File: src/rtl/aui_rx_pkg.sv
// Shared types for the AUI receive path.
//   BITS_BLOCK    : width of one descrambled block
//   block_t       : one block
//   block_pair_t  : one flow_0/flow_1 pair, flow_0 in the low half
//   emit_phase_e  : which half of the head pair goes out next
package aui_rx_pkg;

  localparam int BITS_BLOCK = 257;

  typedef logic [BITS_BLOCK-1:0] block_t;

  typedef struct packed {
    block_t flow_1;
    block_t flow_0;
  } block_pair_t;

  typedef enum logic {
    EMIT_F0 = 1'b0,
    EMIT_F1 = 1'b1
  } emit_phase_e;

endpackage

File: src/rtl/flow_combiner_rx_if.sv
// Handshake bundle of flow_combiner_rx.
//   master : pair source and block sink (i_valid, flow_0, flow_1, i_ready out)
//   slave  : the combiner (o_ready, data_out, valid, overflow, fifo_level out)
interface flow_combiner_rx_if #(
  parameter int FIFO_DEPTH = 4,
  parameter int CNT_W      = $clog2(FIFO_DEPTH) + 1
);
  import aui_rx_pkg::*;

  logic             i_valid;
  block_t           flow_0;
  block_t           flow_1;
  logic             o_ready;
  logic             i_ready;
  block_t           data_out;
  logic             valid;
  logic             overflow;
  logic [CNT_W-1:0] fifo_level;

  modport master (
    output i_valid, flow_0, flow_1, i_ready,
    input  o_ready, data_out, valid, overflow, fifo_level
  );

  modport slave (
    input  i_valid, flow_0, flow_1, i_ready,
    output o_ready, data_out, valid, overflow, fifo_level
  );

endinterface

File: src/rtl/sync_fifo_pair.sv
// Synchronous FIFO of block pairs with registered storage.
//   clk, rst   : clock, synchronous active-high reset
//   push/data  : write push_data at the edge (caller never pushes when full)
//   pop        : advance the head at the edge (caller never pops when empty)
//   head       : entry at the read pointer, read from storage (no bypass)
//   level      : entries stored, 0..DEPTH
module sync_fifo_pair
  import aui_rx_pkg::*;
#(
  parameter int DEPTH = 4,
  parameter int CNT_W = $clog2(DEPTH) + 1
) (
  input  logic             clk,
  input  logic             rst,
  input  logic             push,
  input  block_pair_t      push_data,
  input  logic             pop,
  output block_pair_t      head,
  output logic [CNT_W-1:0] level
);

  localparam int PTR_W = $clog2(DEPTH);

  block_pair_t      mem [DEPTH];
  logic [PTR_W-1:0] wr_ptr;
  logic [PTR_W-1:0] rd_ptr;

  // NOTE: storage is deliberately not reset; level gates every read, so stale
  // contents are never observed and the wide array stays plain RAM.
  always_ff @(posedge clk) begin
    if (push) mem[wr_ptr] <= push_data;
  end

  // NOTE: sequential state uses non-blocking assignments so every register
  // samples pre-edge values regardless of process ordering.
  always_ff @(posedge clk) begin
    if (rst) begin
      wr_ptr <= '0;
      rd_ptr <= '0;
      level  <= '0;
    end else begin
      // Pointers wrap naturally at DEPTH (power of two); full/empty come from level.
      if (push) wr_ptr <= wr_ptr + PTR_W'(1);
      if (pop)  rd_ptr <= rd_ptr + PTR_W'(1);
      case ({push, pop})
        2'b10:   level <= level + CNT_W'(1);
        2'b01:   level <= level - CNT_W'(1);
        default: level <= level;
      endcase
    end
  end

  assign head = mem[rd_ptr];

endmodule

File: src/rtl/flow_combiner_rx.sv
// Re-serialises descrambled flow_0/flow_1 block pairs into one block stream
// (flow_0 first, then flow_1) through an elastic pair FIFO.
//   clk, rst : clock, synchronous active-high reset
//   bus      : slave side of flow_combiner_rx_if
//              in : i_valid, flow_0, flow_1 (pair offer), i_ready (sink ready)
//              out: o_ready (FIFO not full), data_out/valid (block stream),
//                   overflow (sticky pair drop), fifo_level (pairs stored)
module flow_combiner_rx
  import aui_rx_pkg::*;
#(
  parameter int FIFO_DEPTH = 4,
  parameter int CNT_W      = $clog2(FIFO_DEPTH) + 1
) (
  input  logic               clk,
  input  logic               rst,
  flow_combiner_rx_if.slave  bus
);

  block_pair_t      push_data;
  block_pair_t      head;
  logic [CNT_W-1:0] level;
  logic             full;
  logic             empty;
  logic             push;
  logic             pop;
  logic             load;
  logic             load_en;

  emit_phase_e      state_q;
  emit_phase_e      state_d;
  block_t           data_q;
  logic             valid_q;
  logic             overflow_q;

  // Full/empty depend on registered level only, so o_ready has no path from
  // i_valid or i_ready. A full FIFO rejects a write even if it pops this edge.
  assign full      = (level == CNT_W'(FIFO_DEPTH));
  assign empty     = (level == '0);
  assign push      = bus.i_valid && !full;
  assign push_data = '{flow_1: bus.flow_1, flow_0: bus.flow_0};
  assign load_en   = !valid_q || bus.i_ready;

  sync_fifo_pair #(
    .DEPTH (FIFO_DEPTH),
    .CNT_W (CNT_W)
  ) u_fifo (
    .clk       (clk),
    .rst       (rst),
    .push      (push),
    .push_data (push_data),
    .pop       (pop),
    .head      (head),
    .level     (level)
  );

  always_ff @(posedge clk) begin
    if (rst) state_q <= EMIT_F0;
    else     state_q <= state_d;
  end

  // NOTE: every signal driven here gets a default first, so no path through
  // the block can leave one unassigned and infer a latch.
  always_comb begin
    state_d = state_q;
    load    = 1'b0;
    pop     = 1'b0;
    if (load_en && !empty) begin
      load = 1'b1;
      unique case (state_q)
        EMIT_F0: state_d = EMIT_F1;
        EMIT_F1: begin
          // The head leaves the FIFO only once its flow_1 half is taken, so a
          // half-emitted pair is never lost and sel never strands at EMIT_F1.
          state_d = EMIT_F0;
          pop     = 1'b1;
        end
        default: state_d = EMIT_F0;
      endcase
    end
  end

  always_ff @(posedge clk) begin
    if (rst) begin
      data_q     <= '0;
      valid_q    <= 1'b0;
      overflow_q <= 1'b0;
    end else begin
      if (load) begin
        data_q  <= (state_q == EMIT_F1) ? head.flow_1 : head.flow_0;
        valid_q <= 1'b1;
      end else if (load_en) begin
        // Sink took the block and nothing is queued: go idle, keep data.
        valid_q <= 1'b0;
      end
      if (bus.i_valid && full) overflow_q <= 1'b1;
    end
  end

  assign bus.o_ready    = !full;
  assign bus.data_out   = data_q;
  assign bus.valid      = valid_q;
  assign bus.overflow   = overflow_q;
  assign bus.fifo_level = level;

endmodule

File: src/flat_wrapper.sv
// flat-port wrapper written by rule: the top's interface ports become plain ports
module flow_combiner_rx_flat import aui_rx_pkg::*;
#(
  parameter int FIFO_DEPTH = 4,
  parameter int CNT_W      = $clog2(FIFO_DEPTH) + 1
)
  (clk, rst, bus_i_valid, bus_flow_0, bus_flow_1, bus_i_ready, bus_o_ready, bus_data_out, bus_valid, bus_overflow, bus_fifo_level);
  flow_combiner_rx_if #(.FIFO_DEPTH(FIFO_DEPTH), .CNT_W(CNT_W)) bus_i ();
  input  logic clk;
  input  logic rst;
  input wire logic [$bits(bus_i.i_valid)-1:0] bus_i_valid;
  input wire logic [$bits(bus_i.flow_0)-1:0] bus_flow_0;
  input wire logic [$bits(bus_i.flow_1)-1:0] bus_flow_1;
  input wire logic [$bits(bus_i.i_ready)-1:0] bus_i_ready;
  output wire logic [$bits(bus_i.o_ready)-1:0] bus_o_ready;
  output wire logic [$bits(bus_i.data_out)-1:0] bus_data_out;
  output wire logic [$bits(bus_i.valid)-1:0] bus_valid;
  output wire logic [$bits(bus_i.overflow)-1:0] bus_overflow;
  output wire logic [$bits(bus_i.fifo_level)-1:0] bus_fifo_level;
  assign bus_i.i_valid = bus_i_valid;
  assign bus_i.flow_0 = bus_flow_0;
  assign bus_i.flow_1 = bus_flow_1;
  assign bus_i.i_ready = bus_i_ready;
  assign bus_o_ready = bus_i.o_ready;
  assign bus_data_out = bus_i.data_out;
  assign bus_valid = bus_i.valid;
  assign bus_overflow = bus_i.overflow;
  assign bus_fifo_level = bus_i.fifo_level;
  flow_combiner_rx #(.FIFO_DEPTH(FIFO_DEPTH), .CNT_W(CNT_W)) u_core (.clk(clk), .rst(rst), .bus(bus_i));
endmodule
File: config.mk
export PLATFORM = sky130hd
export DESIGN_NAME = flow_combiner_rx_flat
export DESIGN_NICKNAME = d
export VERILOG_FILES = /design/src/rtl/aui_rx_pkg.sv /design/src/rtl/flow_combiner_rx_if.sv /design/src/rtl/sync_fifo_pair.sv /design/src/rtl/flow_combiner_rx.sv /design/src/flat_wrapper.sv
export SDC_FILE = /design/constraint.sdc
export NUM_CORES = 2
export LEC_CHECK = 0
export CORE_MARGIN = 5
export CORE_UTILIZATION = 52
export DETAILED_ROUTE_END_ITERATION = 7
export GPL_ROUTABILITY_DRIVEN = 1
export PLACE_DENSITY = 0.76
export SYNTH_ARGS = -nofsm -noshare
export SYNTH_HDL_FRONTEND = slang
export SYNTH_SLANG_ARGS = --single-unit
File: constraint.sdc
create_clock -name clk -period 15.32 [get_ports clk]
set_clock_uncertainty 0.15 [all_clocks]
set_input_delay 3.064 -clock clk [delete_from_list [all_inputs] [get_ports clk]]
set_output_delay 3.064 -clock clk [all_outputs]
set_load 0.01 [all_outputs]
==> impl_metrics.ini <==
[run_status]
run_status = finished, final reports clean

[synth]
synthesis.area_per_instance_sq_um = 21.2
synth_nets = 4653
synth_flop_cell = edfxtp_1
synth.yosys.seq_area_share_pct = 76.8
yosysUniqueCellTypes = 45
yosys_register_bits = 2325
ys_async_sr_fraction_pct = 0
syn_area_sq_um = 87400
synthesis.yosys.warnings = 0
synth_edf_count = 2056
syn-instance-count = 4129

[pwr]
cellPowerDensity_nw_per_um2 = 164
leakage_power_summed_over_all_cells_nw = 32.5
ir_drop_mv = 0.170
comb_power_share_pct = 21.1
switching_part_of_the_total_power_pct = 27.7
power_frac_clock_pct = 33.0
total_switching_power_w = 0.00471
report.power.total_w = 0.0170
seq_power_share_pct = 46.0
power.internal_w = 0.0123

[layout]
final_cell_mix = edfxtp_1 (2056), clkdlybuf4s50_1 (779), mux4_2 (469), nand2_1 (371), dfxtp_1 (266)
multiInputGateArea_sq_um = 17700
mostFrequentLayoutCell = edfxtp_1
layout.core_utilization_pct = 62.1
layout.filler_cells = 11192
area_delta_synth_final_pct = 18.8
final_net_count = 5435
ratio_of_cells_with_drive_above_1_in_the_final_layout_pct = 17.2
post_layout_nonfiller_instances = 7393
area.sequential_sq_um = 67100

[clock_network]
max-clock-path-buffers = 3
worst_setup_hold_path_clk_slew_ns = 0.06
cts_repair_resize_count = 0
cts_tree = built
cts.hold.buffers_added = 0
cts_root_buf = clkbuf_16
htree_num_levels = 4
cts_post_setup_buffers_inserted = 0
clk-insertion-delay-late_ns = 0.86
tritoncts.num_buffers = 220
cts.sink_count = 2325

[placement]
dp_cell_count = 6893
io_buffers = 780
detailed_place_hpwl_microns = 124000
globalplace.congestion = 0.776

[worst_hold_path]
holdCritPathClass = flip-flop to flip-flop

[critical_path]
timing.critical_path.fanout_max = 68
worstSetupStartpointType = input port
timing.critical_path.to_type = flip-flop
regToRegSetupSlack_ns = 10.21
setup.worst_path.class = input port to flip-flop
timing.critical_path.required_ns = 15.62
timing.critical_path.arrival_ns = 6.52

[sta]
grt_setup_unrepaired = no
timing.final.setup_violations = 0
slew_violations = 0
measured_slew_at_the_worst_slew_check_pin_ns = 1.26
hold_violations = 0
fmaxAchievable_ghz = 0.161
finalCritPeriodShare_pct = 40.6
slew_headroom_pct = 16.1
setup_total_negative_slack_ns = 0
min_period_ns = 6.22

[global_route]
first_pass_grt_wire_length_microns = 307000
globalRouteTotalUtil_pct = 23.6
globalRouteOverflowTotal = 0
maximum_number_of_pins_on_one_net_before_global_route_repair = 152
initial_antenna_violation_count = 92
via_count_of_the_first_global_routing_pass = 45863

[routing]
wire_per_inst_microns = 28.6
remaining_drc_errors = 0
vias_per_cell = 6.01
detail_route.first_pass.iterations = 5
route.antenna.remaining_nets = 0
starting_drc_count_in_detailed_routing = 4628
total_vias_in_the_final_route = 44450
routed_wirelength_microns = 211000

[floorplanning]
die_w_microns = 420
initial_core_util_pct = 52.3
fp.coreArea_sq_um = 167000
die_y_microns = 420
top_level_pins = 781
num_rows = 150
fp.dieArea_sq_um = 176000

[flow_run]
drv_cap = 0
==> metrics by stage <==
stage                     setup WS, ns  hold slack, ns  area (sq um)
after floorplan                 -0.789           0.328         87400
after global placement            8.26           0.313         96000
after detailed placement          8.19           0.317         96000
after CTS                         9.10           0.334        104000
after global routing              8.97           0.386        104000
final                             9.10           0.345        104000
==> final cells by class <==
class                           count  share of cell area [%]
Clock inverter                    107                    1.40
Antenna cell                       80                   0.193
Inverter                            6                  0.0289
Clock buffer                      313                    5.93
Sequential cell                  2325                    64.7
Tap cell                         2204                    2.66
Timing Repair Buffer              841                    8.11
Multi-Input combinational cell   1517                    17.0
==> critical path, stage by stage <==
cell	delay, ns
clkdlybuf4s50_1	0.67
and3_4	0.83
buf_4	0.89
buf_4	0.89
==> power by group through the flow <==
stage / Combinational [W] / Sequential [W] / Clock, W
6_report: 0.00358 / 0.00782 / 0.00561
5_1_grt: 0.00384 / 0.00785 / 0.00600
4_1_cts: 0.00363 / 0.00782 / 0.00570
3_5_place_dp: 0.00360 / 0.00794 / 0
3_3_place_gp: 0.00354 / 0.00792 / 0
2_1_floorplan: 0.00233 / 0.00799 / 0
==> final timing paths <==
path                                                        from                                   end  depth (start not counted)
worst max-delay path                                 bus_i_valid    u_core.u_fifo.mem[0][51]$_DFFE_PP_                          4
worst min-delay path            u_core.bus.overflow$_SDFFE_PP0P_      u_core.bus.overflow$_SDFFE_PP0P_                          2
worst max register to register                         flip-flop  u_core.bus.data_out[25]$_SDFFE_PP0N_                          7
worst min register to register  u_core.bus.overflow$_SDFFE_PP0P_      u_core.bus.overflow$_SDFFE_PP0P_                          2
==> flip-flops by register name, summed over array words and instances (netlist names), named ones only <==
signal                flops
u_core.state_q            1
u_core.bus.data_out     257
u_core.bus.overflow       1
u_core.u_fifo.mem      2056
u_core.bus.valid          1
u_core.u_fifo.rd_ptr      2
u_core.u_fifo.level       3
u_core.u_fifo.wr_ptr      2
==> routing by layer <==
| layer | routed length, microns | GRT usage (%) | vias to the layer above |
|---|---|---|---|
| met5 | 174 | 0 | - |
| met4 | 10300 | 12.3 | 26 |
| met3 | 16100 | 5.46 | 455 |
| met2 | 107000 | 38.7 | 1981 |
| met1 | 77600 | 29.8 | 23180 |
| li1 | - | - | 18808 |
==> cell families (layout without fill, tap and decap cells) <==
group | Yosys count | in the layout | synth area share [%]
flip-flops | 2325 | 2325 | 76.8
multiplexers | 587 | 587 | 14.3
AO/OA/AOI/OAI | 528 | 528 | 4.04
AND/OR/NAND/NOR | 394 | 394 | 1.76
buffers and inverters | 287 | 1267 | 3.01
adder cells (fa/ha/maj) | 6 | 6 | 0.0945
XOR/XNOR | 2 | 2 | 0.0200
other | 0 | 80 | 0
==> cell usage after synthesis, types with 2 or more instances <==
cell / instances / area, sq um
dlygate4sd1_1: 2 / 17.5
dlymetal6s2s_1: 4 / 50.1
buf_2: 75 / 375
nor2_1: 5 / 18.8
buf_6: 9 / 101
ha_1: 5 / 62.6
a21o_1: 2 / 15.0
and3_1: 4 / 25.0
nand2_1: 371 / 1390
bufbuf_8: 4 / 75.1
inv_1: 5 / 18.8
dfxtp_1: 269 / 5390
xor2_1: 2 / 17.5
a21oi_1: 265 / 1330
nand3_1: 3 / 15.0
clkbuf_4: 7 / 52.6
a311oi_1: 185 / 1620
or3_1: 2 / 12.5
buf_8: 6 / 90.1
o21ai_0: 2 / 10.0
mux4_1: 45 / 1180
mux2i_1: 72 / 721
nor2b_1: 2 / 12.5
clkbuf_1: 96 / 360
buf_4: 12 / 90.1
a211oi_1: 72 / 541
mux4_2: 469 / 10600
buf_1: 2 / 7.51
bufbuf_16: 8 / 260
buf_12: 54 / 1080
edfxtp_1: 2056 / 61700
No activity file was read; power rests on OpenSTA's default activity.
